<file path="config.mk">
export PLATFORM = sky130hd
export DESIGN_NAME = gb_int_flags
export DESIGN_NICKNAME = d
export VERILOG_FILES = /design/src/rtl/gb_int_pkg.sv /design/src/rtl/gb_sync.sv /design/src/rtl/gb_int_flags.sv
export SDC_FILE = /design/constraint.sdc
export NUM_CORES = 1
export LEC_CHECK = 0
export CORE_UTILIZATION = 30
export DETAILED_ROUTE_END_ITERATION = 8
export GPL_ROUTABILITY_DRIVEN = 0
export GPL_TIMING_DRIVEN = 1
export PLACE_DENSITY = 0.73
export SYNTH_ARGS = -nofsm -noshare
export SYNTH_HDL_FRONTEND = slang
export SYNTH_SLANG_ARGS = --single-unit
</file>
<file path="constraint.sdc">
create_clock -name clk -period 0.9 [get_ports clk]
set_clock_uncertainty 0.2 [all_clocks]
set_input_delay 0.135 -clock clk [delete_from_list [all_inputs] [get_ports clk]]
set_output_delay 0.135 -clock clk [all_outputs]
set_load 0.005 [all_outputs]
</file>
<file path="src/rtl/gb_int_pkg.sv">
// Shared constants for the DMG interrupt-flag register (FF0F).
package gb_int_pkg;

  localparam int unsigned IF_W       = 5;
  localparam int unsigned INT_VBLANK = 0;
  localparam int unsigned INT_STAT   = 1;
  localparam int unsigned INT_TIMER  = 2;
  localparam int unsigned INT_SERIAL = 3;
  localparam int unsigned INT_JOYPAD = 4;

  localparam logic [7:0] IF_IMPL_MASK = 8'h1F;
  localparam logic [7:0] IF_READ_ONES = 8'hE0;

endpackage

</file>
<file path="src/rtl/gb_sync.sv">
// N-stage flip-flop synchroniser for asynchronous input lines.
module gb_sync #(
  parameter int unsigned        STAGES    = 2,
  parameter int unsigned        WIDTH     = 1,
  parameter logic [WIDTH-1:0]   RESET_VAL = '0
) (
  input  logic             clk,
  input  logic             reset,
  input  logic [WIDTH-1:0] i_d,
  output logic [WIDTH-1:0] o_q
);

  logic [WIDTH-1:0] r_stage [STAGES];

  always_ff @(posedge clk) begin
    if (reset) begin
      for (int unsigned i = 0; i < STAGES; i++) begin
        r_stage[i] <= RESET_VAL;
      end
    end else begin
      r_stage[0] <= i_d;
      for (int unsigned i = 1; i < STAGES; i++) begin
        r_stage[i] <= r_stage[i-1];
      end
    end
  end

  assign o_q = r_stage[STAGES-1];

endmodule

</file>
<file path="src/rtl/gb_int_flags.sv">
// IF register (FF0F): latches peripheral interrupt requests, edge-detects STAT
// and joypad levels, clears on controller acknowledge, and exposes a CPU port.
module gb_int_flags
  import gb_int_pkg::*;
#(
  parameter int unsigned     JOY_SYNC_STAGES = 2,
  parameter logic [IF_W-1:0] IF_RESET        = 5'h00
) (
  input  logic       clk,
  input  logic       reset,
  input  logic       req_vblank,
  input  logic       stat_line,
  input  logic       req_timer,
  input  logic       req_serial,
  input  logic [3:0] joy_in,
  input  logic       cpu_wr,
  input  logic [7:0] cpu_din,
  output logic [7:0] cpu_dout,
  output logic [7:0] irq,
  input  logic [7:0] iack
);

  logic [IF_W-1:0] r_if;
  logic            r_stat;
  logic            r_joy_prev;

  logic [3:0]      w_joy_sync;
  logic            w_joy_and;
  logic [IF_W-1:0] w_set;
  logic [IF_W-1:0] w_if_d;
  logic            w_unused_bits;

  // Joypad lines idle high (released); reset to released so no edge appears.
  gb_sync #(
    .STAGES    (JOY_SYNC_STAGES),
    .WIDTH     (4),
    .RESET_VAL (4'hF)
  ) u_joy_sync (
    .clk   (clk),
    .reset (reset),
    .i_d   (joy_in),
    .o_q   (w_joy_sync)
  );

  assign w_joy_and = &w_joy_sync;

  always_comb begin
    w_set             = '0;
    w_set[INT_VBLANK] = req_vblank;
    w_set[INT_STAT]   = stat_line & ~r_stat;
    w_set[INT_TIMER]  = req_timer;
    w_set[INT_SERIAL] = req_serial;
    w_set[INT_JOYPAD] = r_joy_prev & ~w_joy_and;
  end

  // Hardware sets are OR-ed last so they win over a write of 0 or an ack.
  assign w_if_d = ((cpu_wr ? cpu_din[IF_W-1:0] : r_if) & ~iack[IF_W-1:0]) | w_set;

  always_ff @(posedge clk) begin
    if (reset) begin
      r_if       <= IF_RESET;
      r_stat     <= 1'b0;
      r_joy_prev <= 1'b1;
    end else begin
      r_if       <= w_if_d;
      r_stat     <= stat_line;
      r_joy_prev <= w_joy_and;
    end
  end

  assign cpu_dout = IF_READ_ONES | (8'(r_if) & IF_IMPL_MASK);
  assign irq      = 8'(r_if) & IF_IMPL_MASK;

  assign w_unused_bits = ^{cpu_din[7:IF_W], iack[7:IF_W]};

endmodule

</file>
Yosys cells after proc, flatten, opt, wreduce, memory -nomap -nowiden

Memory sizes are Yosys's and may differ from the RTL's.
Index checks and enable logic that the tools add are counted.

Mux-type cells: 6
Bitwise gates (word level): 9
Reduce and logical (&&, ||, !) cells: 1

Operator list:

| operator            | number |
|---|---|
| two-way mux 4 bit   | 2 |
| bitwise AND 5 bit   | 1 |
| two-way mux 5 bit   | 1 |
| inverter 5 bit      | 1 |
| OR 5 bit            | 1 |
| AND reduction 4 bit | 1 |
| two-way mux 1 bit   | 3 |
| bitwise AND 1 bit   | 2 |
| inverter 1 bit      | 2 |
| OR 1 bit            | 2 |

Register bits after elaboration: 7
Bits in writable memories: 8
Input bits: 27
Output and inout port bits: 16
Word-level logic and storage cells: 20
Memories kept: 1

Memory list:

| memory             | words | bits a word | rd ports | clocked after Yosys merged registers in | wr ports | RTL line      | source |
|---|---|---|---|---|---|---|---|
| u_joy_sync.r_stage | 2     | 4           | 2        | 0                                       | 2        | gb_sync.sv:13 | `logic [WIDTH-1:0] r_stage [STAGES];` |

Logic depth before layout (Yosys ltp)

Gate-level depths: netlist of the first run.
An unclocked memory read counts as a cell.

Depth in word-level cells: 5
Depth in mapped cells: 3
Mapped depth without buffers: 2

By module

Synthesis of the first run repeated with hierarchy kept, for this count alone.

Cell total of the unflattened synthesis: 59
Area total of the unflattened synthesis: 629.4 µm²

Modules (own cells, without submodules):

| module       | instances | cells an instance | area an instance (µm²) | sequential area each (µm²) |
|---|---|---|---|---|
| gb_int_flags | 1         | 39                | 389.1                  | 140.1 |
| gb_sync      | 1         | 20                | 240.2                  | 160.2 |

Worst setup path after synthesis of the first run

OpenSTA, ideal clock, no wires.

Path kind: reg-to-reg
Start: register r_stat
End: register r_if[1]
Setup time: 0.087 ns
Data arrival time: 0.682 ns
Data required time: 0.613 ns
Setup slack: -0.069 ns
Stages on the path, launching flop included: 3
Path buffers: 0
Clock period less this slack: 0.969 ns
Path through: dfxtp_1 or3b_1 o31ai_1

Word-level cells in the longest chain between the ends: 3

Ends and longest elaborated chain:

| item                   | RTL line           | source |
|---|---|---|
| start, declared        | gb_int_flags.sv:24 | `logic r_stat;` |
| start signal, assigned | gb_int_flags.sv:66 | `r_stat <= stat_line;` |
| inverter 1 bit         | gb_int_flags.sv:50 | `w_set[INT_STAT] = stat_line & ~r_stat;` |
| bitwise AND 1 bit      | gb_int_flags.sv:50 |  |
| OR 5 bit               | gb_int_flags.sv:57 | `assign w_if_d = ((cpu_wr ? cpu_din[IF_W-1:0] : r_if) & ~iack[IF_W-1:0]) \| w_set;` |
| end signal, assigned   | gb_int_flags.sv:65 | `r_if <= w_if_d;` |
| end, declared          | gb_int_flags.sv:23 | `logic [IF_W-1:0] r_if;` |

Every way passes these cells.
A chain may end at the register's enable or synchronous reset.

Worst setup path after layout of the first run

Start: register r_if[0]
End: output port cpu_dout[0]

RTL lines:

| item          | RTL line           | source |
|---|---|---|
| end, declared | gb_int_flags.sv:18 | `output logic [7:0] cpu_dout,` |

No word-level cell between the ends.

==> flow_summary.ini, run 1 <==
[yosys]
ys_seq_area_share_pct = 47.71
syn_inst = 55
ys_types = 15
ys_ff_latch = 15
postSynthAreaPerCell_um2 = 11.44
synth_warnings = 0
syn-cell-area_um2 = 629.4

[sta]
fmax_ghz = 0.8715
rsz0062_at_grt = yes
drv_slew = 0
hold_slack_ns = 0.02425
post-route-min-period_ns = 1.148
hold_viol = 0
setup_viol_count_final = 14
finalCritPeriodShare_pct = 127.5
setup_slack_ns = -0.2475
setup_tns_ns = -2.396

[clock_tree]
cts_tree = built
cts.sinks = 15
htreeDepth = 1
worstSkewPairLatency_ns = 0.28
clk_pin_slew_worst_paths_ns = 0.08
clockBufferDepth = 2
numCtsBuffers = 3
cts-root-buf = clkbuf_4

[setup_path]
cp_max_fo = 2
crit_chain = buf_6, buf_6
cp_top_family = flip-flops
crit_top_cell = buf_6
crit_buf_inv = 2
slowest_stage = dfxtp_2
worst_setup_path_end_kind = primary output
start_kind = flip-flop
cp.required_ns = 0.56
cp_num_cells = 2
crit_arrival_ns = 0.81
path_class = reg2out
rr_worst_depth = 4
r2r_setup_slack_ns = -0.19
slowest_delay_ns = 0.33

[floorplan]
core_area_um2 = 1962
die_y_um = 47.80
fp-row-count = 16
ioPinCount = 43
die_width_um = 47.80
start_util_pct = 32.08
dieArea_um2 = 2285

[power_and_ir_drop]
seq_power_share_pct = 52.1
p_per_area_nw_per_um2 = 1411
p_int_mw = 1.084
p_sw_mw = 0.3143
p_leak_nw = 0.4364
clkPwrFrac_pct = 26.3
p_sw_share_pct = 22.47
power.share.combinational_pct = 21.6
ir_drop_v = 0.0009500

[final_layout]
nNetsFinal = 118
diodes = 0
drive_above_1_share_pct = 48.89
post-route-util_pct = 50.51
regArea_um2 = 307.8
area_delta_synth_final_pct = 57.46
multi_input_area_um2 = 246.5
final_cell_mix = 17 x clkdlybuf4s50_1, 10 x buf_6, 9 x dfxtp_1
fill_cells = 180
final_common_cell = clkdlybuf4s50_1

[grt]
grt_pass1_vias = 414
grt-ovfl-total = 0
grt_util_all_layers_pct = 10.40
antenna_found_initial = 0
grt_max_degree = 13
grt_pass1_wl_um = 1566

[status]
status = finished, violations left
violations = negative setup slack

[routing]
firstDrtPassIters = 2
dr.first_iter.drc_count = 1
viasPerCell = 4.094
antenna_left = 0
drt_wl_total_um = 1093
vias = 479
drcViolationCount = 0
avgRoutedWirePerCell_um = 9.342

[placed_design]
numPortBuffers = 30
dpl.hpwl_um = 840.3

[hold_path]
holdPathStages = 2
worstHoldPathType = in2reg

[run]
max-cap-violations = 0
[synth_stat cells, drive strengths merged]
cell type  number  area (µm²)
o31ai           4       45.05
mux2i           5       50.05
nand2b          3       26.28
and2b           1       8.760
conb            2       7.510
o32ai           1       16.27
dfxtp          15       300.3
a41o            1       11.26
buf            13       101.4
inv             1       3.750
or3b            1       8.760
or2             8       50.05
[logic make-up after synthesis]
logic type	count (synthesis)	synth area share, %
multiplexers	5	7.953
flip-flops	15	47.71
other	2	1.193
buffers and inverters	14	16.70
AND/OR/NAND/NOR	13	14.91
AO/OA/AOI/OAI	6	11.53
[final cells by class]
cell class | instances | area share, %
Timing Repair Buffer | 40 | 37.50
Multi-Input combinational cell | 30 | 24.87
Inverter | 1 | 0.3788
Clock inverter | 1 | 0.5051
Tap cell | 27 | 3.409
Sequential cell | 15 | 31.06
Clock buffer | 3 | 2.273
[flip-flops by register name, summed over array words and instances (netlist names)]
name / cells
r_stat: 1
r_if: 5
u_joy_sync.r_stage: 8
r_joy_prev: 1
[metrics by stage]
stage          instance area (µm²)  instances  power (mW)  setup WS (ns)
6_report                     991.0        117       1.398        -0.2475
3_5_place_dp                 914.6        108       1.016        -0.5042
5_1_grt                      991.0        117       1.497        -0.2840
4_1_cts                      973.4        117       1.414        -0.2622
2_1_floorplan                644.4         59      0.8725       -0.04606
3_3_place_gp                 914.6        108       1.011        -0.4905
[worst paths after layout]
kind / endpoint / from
worst min-delay path: r_stat / stat_line
worst max register to register: r_if[0] / r_if[0]
worst max-delay path: cpu_dout[0] / r_if[0]
worst min register to register: u_joy_sync.r_stage[0][5] / u_joy_sync.r_stage[0][1]
[worst register-to-register path, cell delays in order (launching register included)]
cell     delay [ns]
dfxtp_2        0.33
buf_6          0.11
buf_4          0.12
mux2i_2        0.16
o31ai_2        0.07
[power groups by stage]
stage / Clock [mW] / Sequential [mW] / Combinational (mW)
floorplan: 0 / 0.739 / 0.134
global placement: 0 / 0.738 / 0.273
detailed placement: 0 / 0.739 / 0.277
CTS: 0.396 / 0.726 / 0.292
global route: 0.432 / 0.733 / 0.331
finish: 0.367 / 0.729 / 0.302
[per-layer routing]
metal | wire [µm] | vias to the layer above | part of all wire, % | GRT usage [%]
met4 | 0 | 0 | 0 | 6.667
met2 | 453 | 32 | 41 | 17.84
met5 | 0 | - | 0 | 0
li1 | - | 236 | - | -
met3 | 226 | 0 | 21 | 5.283
met1 | 413 | 211 | 38 | 9.677
[what timing repair did]
| action | 4_1_cts | 5_1_grt |
|---|---|---|
| setup endpoints to repair | 25 | 16 |
| pin swaps | 0 | 1 |
| resized for setup | 57 | 4 |
| hold buffers | 0 | 0 |
| buffers inserted | 5 | 0 |
(Power assumes the default switching activity.)
==> inputs of run 2 (changes only) <==
SYNTH_HIERARCHICAL = 1   (was not set)
==> run 2 against run 1 <==
  * The run still ends with negative setup slack left
  * Wire length up 3.8%
  * Die area unchanged
  * Utilization down 2.2 points
  * Combinational power down 7.3%
  * First-iteration DRC count up 100%
  * Via count down 1.5%
  * Flip-flop and latch count unchanged
  * Worst setup slack worse by 0.0072 ns
  * Global-route usage down 0.086 points
  * Sequential share of layout area up 1.3 points
==> flow_summary.ini, run 2 <==
[yosys]
synthFlopType = dfxtp_1
synth_top_area_share_pct = 47.71
ys_types = 13
postSynthAreaPerCell_um2 = 10.67
synth_edf_count = 0
synth_area_leader_cell = dfxtp_1
ys_top_cells_by_area = dfxtp_1 48%, buf_4 18%, mux2i_1 8.0%
syn_inst = 59
synth-async-reset-ratio_pct = 0
ys_ff_latch = 15
ys_seq_area_share_pct = 47.71
synth_warnings = 6
yosys-top-cells-count = 15 x buf_4, 15 x dfxtp_1, 8 x or2_1, 5 x mux2i_1, 4 x o31ai_1
syn-cell-area_um2 = 629.4

[final_layout]
area_delta_synth_final_pct = 50.50
diodes = 0
fin_cells = 117
regMostFlops = u_joy_sync/r_stage
nNetsFinal = 118
final_common_cell = clkdlybuf4s50_1
final_cell_mix = 17 x clkdlybuf4s50_1, 10 x buf_6, 10 x dfxtp_1
largest_register_ff_count = 8
reg.largest.list = u_joy_sync/r_stage x8, r_if x5
drive_above_1_share_pct = 31.11
fill_cells = 207

[grt]
grt_pass1_vias = 404
grt_util_all_layers_pct = 10.31
grt_max_degree = 9
antenna_found_initial = 0
grt_pass1_wl_um = 1545
grt-ovfl-total = 0

[setup_path]
crit_arrival_ns = 0.82
r2r_setup_slack_ns = -0.20
rr_worst_depth = 4
timing.rr.start = r_if[1]
crit_path_end = cpu_dout[1]
cp.required_ns = 0.56
start_kind = flip-flop
path_class = reg2out
reg2reg_to = r_if[1]
cp_max_fo = 2
crit_path_start = r_if[1]
worst_setup_path_end_kind = primary output

[power_and_ir_drop]
p_leak_nw = 0.4255
ir_drop_v = 0.0006999
p_per_area_nw_per_um2 = 1453
power_mw = 1.377

[floorplan]
ioPinCount = 43
fp-row-count = 16
die_y_um = 47.80
start_util_pct = 32.08
core_area_um2 = 1962
die_width_um = 47.80
dieArea_um2 = 2285

[routing]
drt_wl_total_um = 1135
antenna_left = 0
drcViolationCount = 0
avgRoutedWirePerCell_um = 9.701
dr.first_iter.drc_count = 2
viasPerCell = 4.034
vias = 472
firstDrtPassIters = 2

[clock_tree]
clockBufferDepth = 2
numCtsBuffers = 3
clk_pin_slew_worst_paths_ns = 0.08
htreeDepth = 1
cts_tree = built
cts.sinks = 15
postCtsHoldBufs = 0
cts-root-buf = clkbuf_4
worstSkewPairLatency_ns = 0.27

[run]
max-cap-violations = 0

[hold_path]
worstHoldPathType = in2reg

[status]
violations = negative setup slack
status = finished, violations left

[placed_design]
post-place-ws_ns = -0.4780
numPortBuffers = 30
dp_cells = 108
dpl.hpwl_um = 889.3

[sta]
drv_slew = 0
post-route-min-period_ns = 1.155
finalCritPeriodShare_pct = 128.3
hold_viol = 0
fmax_ghz = 0.8660
setup_viol_count_final = 13
rsz0062_at_grt = yes
setup_slack_ns = -0.2547
[run 2: critical path: stages, from the launching register on]
cell     delay (ns)
dfxtp_2        0.33
buf_6          0.11
buf_6          0.10
[run 2: worst min path at each step]
stage | end | slack [ns] | from | cells after the start
3_5_place_dp | u_joy_sync/r_stage[0][5] | 0.19 | u_joy_sync/r_stage[0][1] | 1
4_1_cts | r_stat | 0.02 | stat_line | 2
5_1_grt | r_stat | 0.04 | stat_line | 2
3_3_place_gp | u_joy_sync/r_stage[0][5] | 0.19 | u_joy_sync/r_stage[0][1] | 1
6_report | r_stat | 0.02 | stat_line | 2
2_1_floorplan | u_joy_sync/r_stage[0][0] | 0.03 | joy_in[0] | 1
[run 2: through the flow]
stage / setup TNS (ns) / hold slack, ns / cell area [µm²] / utilization [%]
after floorplan: -0.1704 / 0.03214 / 644.4 / -
after global placement: -8.792 / 0.1871 / 880.8 / 44.90
after detailed placement: -9.310 / 0.1899 / 880.8 / 44.90
after CTS: -2.374 / 0.01725 / 927.1 / 47.26
after global routing: -2.930 / 0.03651 / 947.2 / 48.28
final: -2.314 / 0.02479 / 947.2 / 48.28
[run 2: cell type report]
cell class                      instances  area [µm²]  share of cell area [%]
Timing Repair Buffer                   40       371.6                   39.23
Sequential cell                        15       306.5                   32.36
Multi-Input combinational cell         30       205.2                   21.66
Tap cell                               27       33.78                   3.567
Clock buffer                            4       26.28                   2.774
Inverter                                1       3.754                  0.3963
[run 2: kinds of logic after synthesis]
family                 count (synthesis)  share of synthesized area, %
muxes                                  5                         7.953
other                                  2                         1.193
buffers and inverters                 18                         22.07
and+or+nand+nor                       13                         13.32
AOI/OAI and AO/OA                      6                         7.754
DFF                                   15                         47.71
[run 2: power by group]
| group | total [mW] | leakage [nW] | internal (mW) | switching [mW] |
|---|---|---|---|---|
| Clock | 0.368 | 0.0150 | 0.172 | 0.197 |
| Sequential | 0.728 | 0.126 | 0.709 | 0.0190 |
| Combinational | 0.280 | 0.284 | 0.197 | 0.0825 |
[run 2: routing by layer]
layer | GRT usage [%] | wire (µm) | vias to the layer above | share of wire [%]
li1 | - | - | 235 | -
met1 | 9.195 | 413 | 203 | 36
met2 | 17.84 | 512 | 32 | 45
met3 | 4.528 | 201 | 2 | 18
met4 | 8.333 | 8 | 0 | 0.70
met5 | 0 | 0 | - | 0
[run 2: what timing repair did]
action | in CTS | in global routing
endpoints found under the setup margin | 24 | 15
hold endpoints to repair | 0 | 0
buffers inserted | 4 | 1
resized for setup | 56 | 2
==> inputs of run 3 (changes only) <==
CORE_UTILIZATION = 32   (was 30)
CTS_BUF_LIST = sky130_fd_sc_hd__clkbuf_8   (was not set)
PLACE_DENSITY = 0.77   (was 0.73)
==> run 3 against run 2 <==
  * The run still ends with negative setup slack left
  * Final cell count fell by 6.0%
  * Global-route usage rose by 0.89 points
  * Critical path type unchanged
  * Utilization rose by 1.8 points
  * Sequential power barely moved
  * Largest power group unchanged
==> flow_summary.ini, run 3 (synthesized netlist as in run 2, its figures left out) <==
[status]
status = finished, violations left
violations = negative setup slack

[final_layout]
drive_above_1_share_pct = 28.24
final_common_cell = clkdlybuf4s50_1
area_delta_synth_final_pct = 41.95
nNetsFinal = 113
regMostFlops = u_joy_sync/r_stage
reg.largest.list = u_joy_sync/r_stage x8, r_if x5
final_cell_mix = 16 x clkdlybuf4s50_1, 10 x dfxtp_1, 9 x buf_2
largest_register_ff_count = 8
post-route-util_pct = 50.11
diodes = 0

[sta]
finalCritPeriodShare_pct = 114.6
post-route-min-period_ns = 1.031
drv_slew = 0
fmax_ghz = 0.9697
hold_viol = 0
setup_viol_count_final = 13
setup_slack_ns = -0.1313
rsz0062_at_grt = yes

[routing]
avgRoutedWirePerCell_um = 9.727
firstDrtPassIters = 1
antenna_left = 0
viasPerCell = 4.182
vias = 460
drcViolationCount = 0
dr.first_iter.drc_count = 0
drt_wl_total_um = 1070

[setup_path]
slowest_delay_ns = 0.34
start_kind = flip-flop
cp.required_ns = 0.56
cp_top_family = flip-flops
slowest_stage = dfxtp_2
worst_setup_path_end_kind = primary output
crit_chain = buf_2
cp_max_fo = 3
crit_arrival_ns = 0.70
path_class = reg2out
crit_buf_inv = 1

[floorplan]
fp-row-count = 15
start_util_pct = 35.30
die_width_um = 46.35
die_y_um = 46.35
ioPinCount = 43
core_area_um2 = 1783
dieArea_um2 = 2148

[grt]
grt_pass1_wl_um = 1600
grt-ovfl-total = 0
antenna_found_initial = 0
grt_util_all_layers_pct = 11.20
grt_pass1_vias = 426
grt_max_degree = 10

[clock_tree]
numCtsBuffers = 3
worstSkewPairLatency_ns = 0.24
cts_tree = built
clockBufferDepth = 2
clk_pin_slew_worst_paths_ns = 0.06
cts-root-buf = clkbuf_8
cts.sinks = 15
htreeDepth = 1

[power_and_ir_drop]
power_mw = 1.485
p_leak_nw = 0.4047
ir_drop_v = 0.0006722
p_per_area_nw_per_um2 = 1662

[placed_design]
dpl.hpwl_um = 845.2
numPortBuffers = 30
post-place-ws_ns = -0.4538

[run]
max-cap-violations = 0

[hold_path]
worstHoldPathType = in2reg
[run 3: cell types whose count changed in the layout (fill, tap and decap cells not counted)]
cell             previous run  this run
buf_2                       5         9
buf_4                       5         2
buf_6                      10         4
clkbuf_1                    1         0
clkbuf_4                    3         0
clkbuf_8                    0         3
clkdlybuf4s50_1            17        16
clkinv_2                    0         1
dlygate4sd2_1               3         4
[run 3: worst paths after layout]
path,from,endpoint,slack (ns),cells after the start
worst min register to register,u_joy_sync/r_stage[0][0],u_joy_sync/r_stage[0][4],0.21,1
worst max register to register,r_stat,r_if[1],-0.08,2
worst min-delay path,stat_line,r_stat,0.06,2
worst max-delay path,r_if[3],irq[3],-0.13,1
[run 3: through the flow]
step	setup TNS, ns	instances	hold slack [ns]	cell area (µm²)
after CTS	-1.497	110	0.05039	887.1
after floorplan	-0.1704	63	0.03214	644.4
final	-1.345	110	0.05843	893.4
after global placement	-8.775	105	0.1886	870.8
after detailed placement	-8.870	105	0.1900	870.8
after global routing	-1.890	110	0.09484	893.4
[run 3: area by class of cell]
class                           count  area, µm²
Fill cell                         172      889.6
Sequential cell                    15      306.5
Timing Repair Buffer               35      300.3
Multi-Input combinational cell     30      205.2
Clock buffer                        3      41.29
Tap cell                           25      31.28
Clock inverter                      1      5.005
Inverter                            1      3.754
[run 3: repair_timing]
item                       CTS  global route
hold buffers                 0             0
pin swaps                    2             2
setup buffers                1             0
resized for setup           51             1
setup endpoints to repair   25            15
[run 3: report_power, final]
group	leakage, nW	switching (mW)	internal (mW)
clock	0.0255	0.228	0.306
combinational	0.253	0.0712	0.151
sequential	0.126	0.0173	0.711
[run 3: per-layer routing]
layer | wire length (µm) | vias up | global-route usage [%]
met2 | 523 | 28 | 20.83
met5 | 0 | - | 0
li1 | - | 223 | -
met1 | 389 | 205 | 8.789
met4 | 21 | 0 | 8.824
met3 | 136 | 4 | 4.706
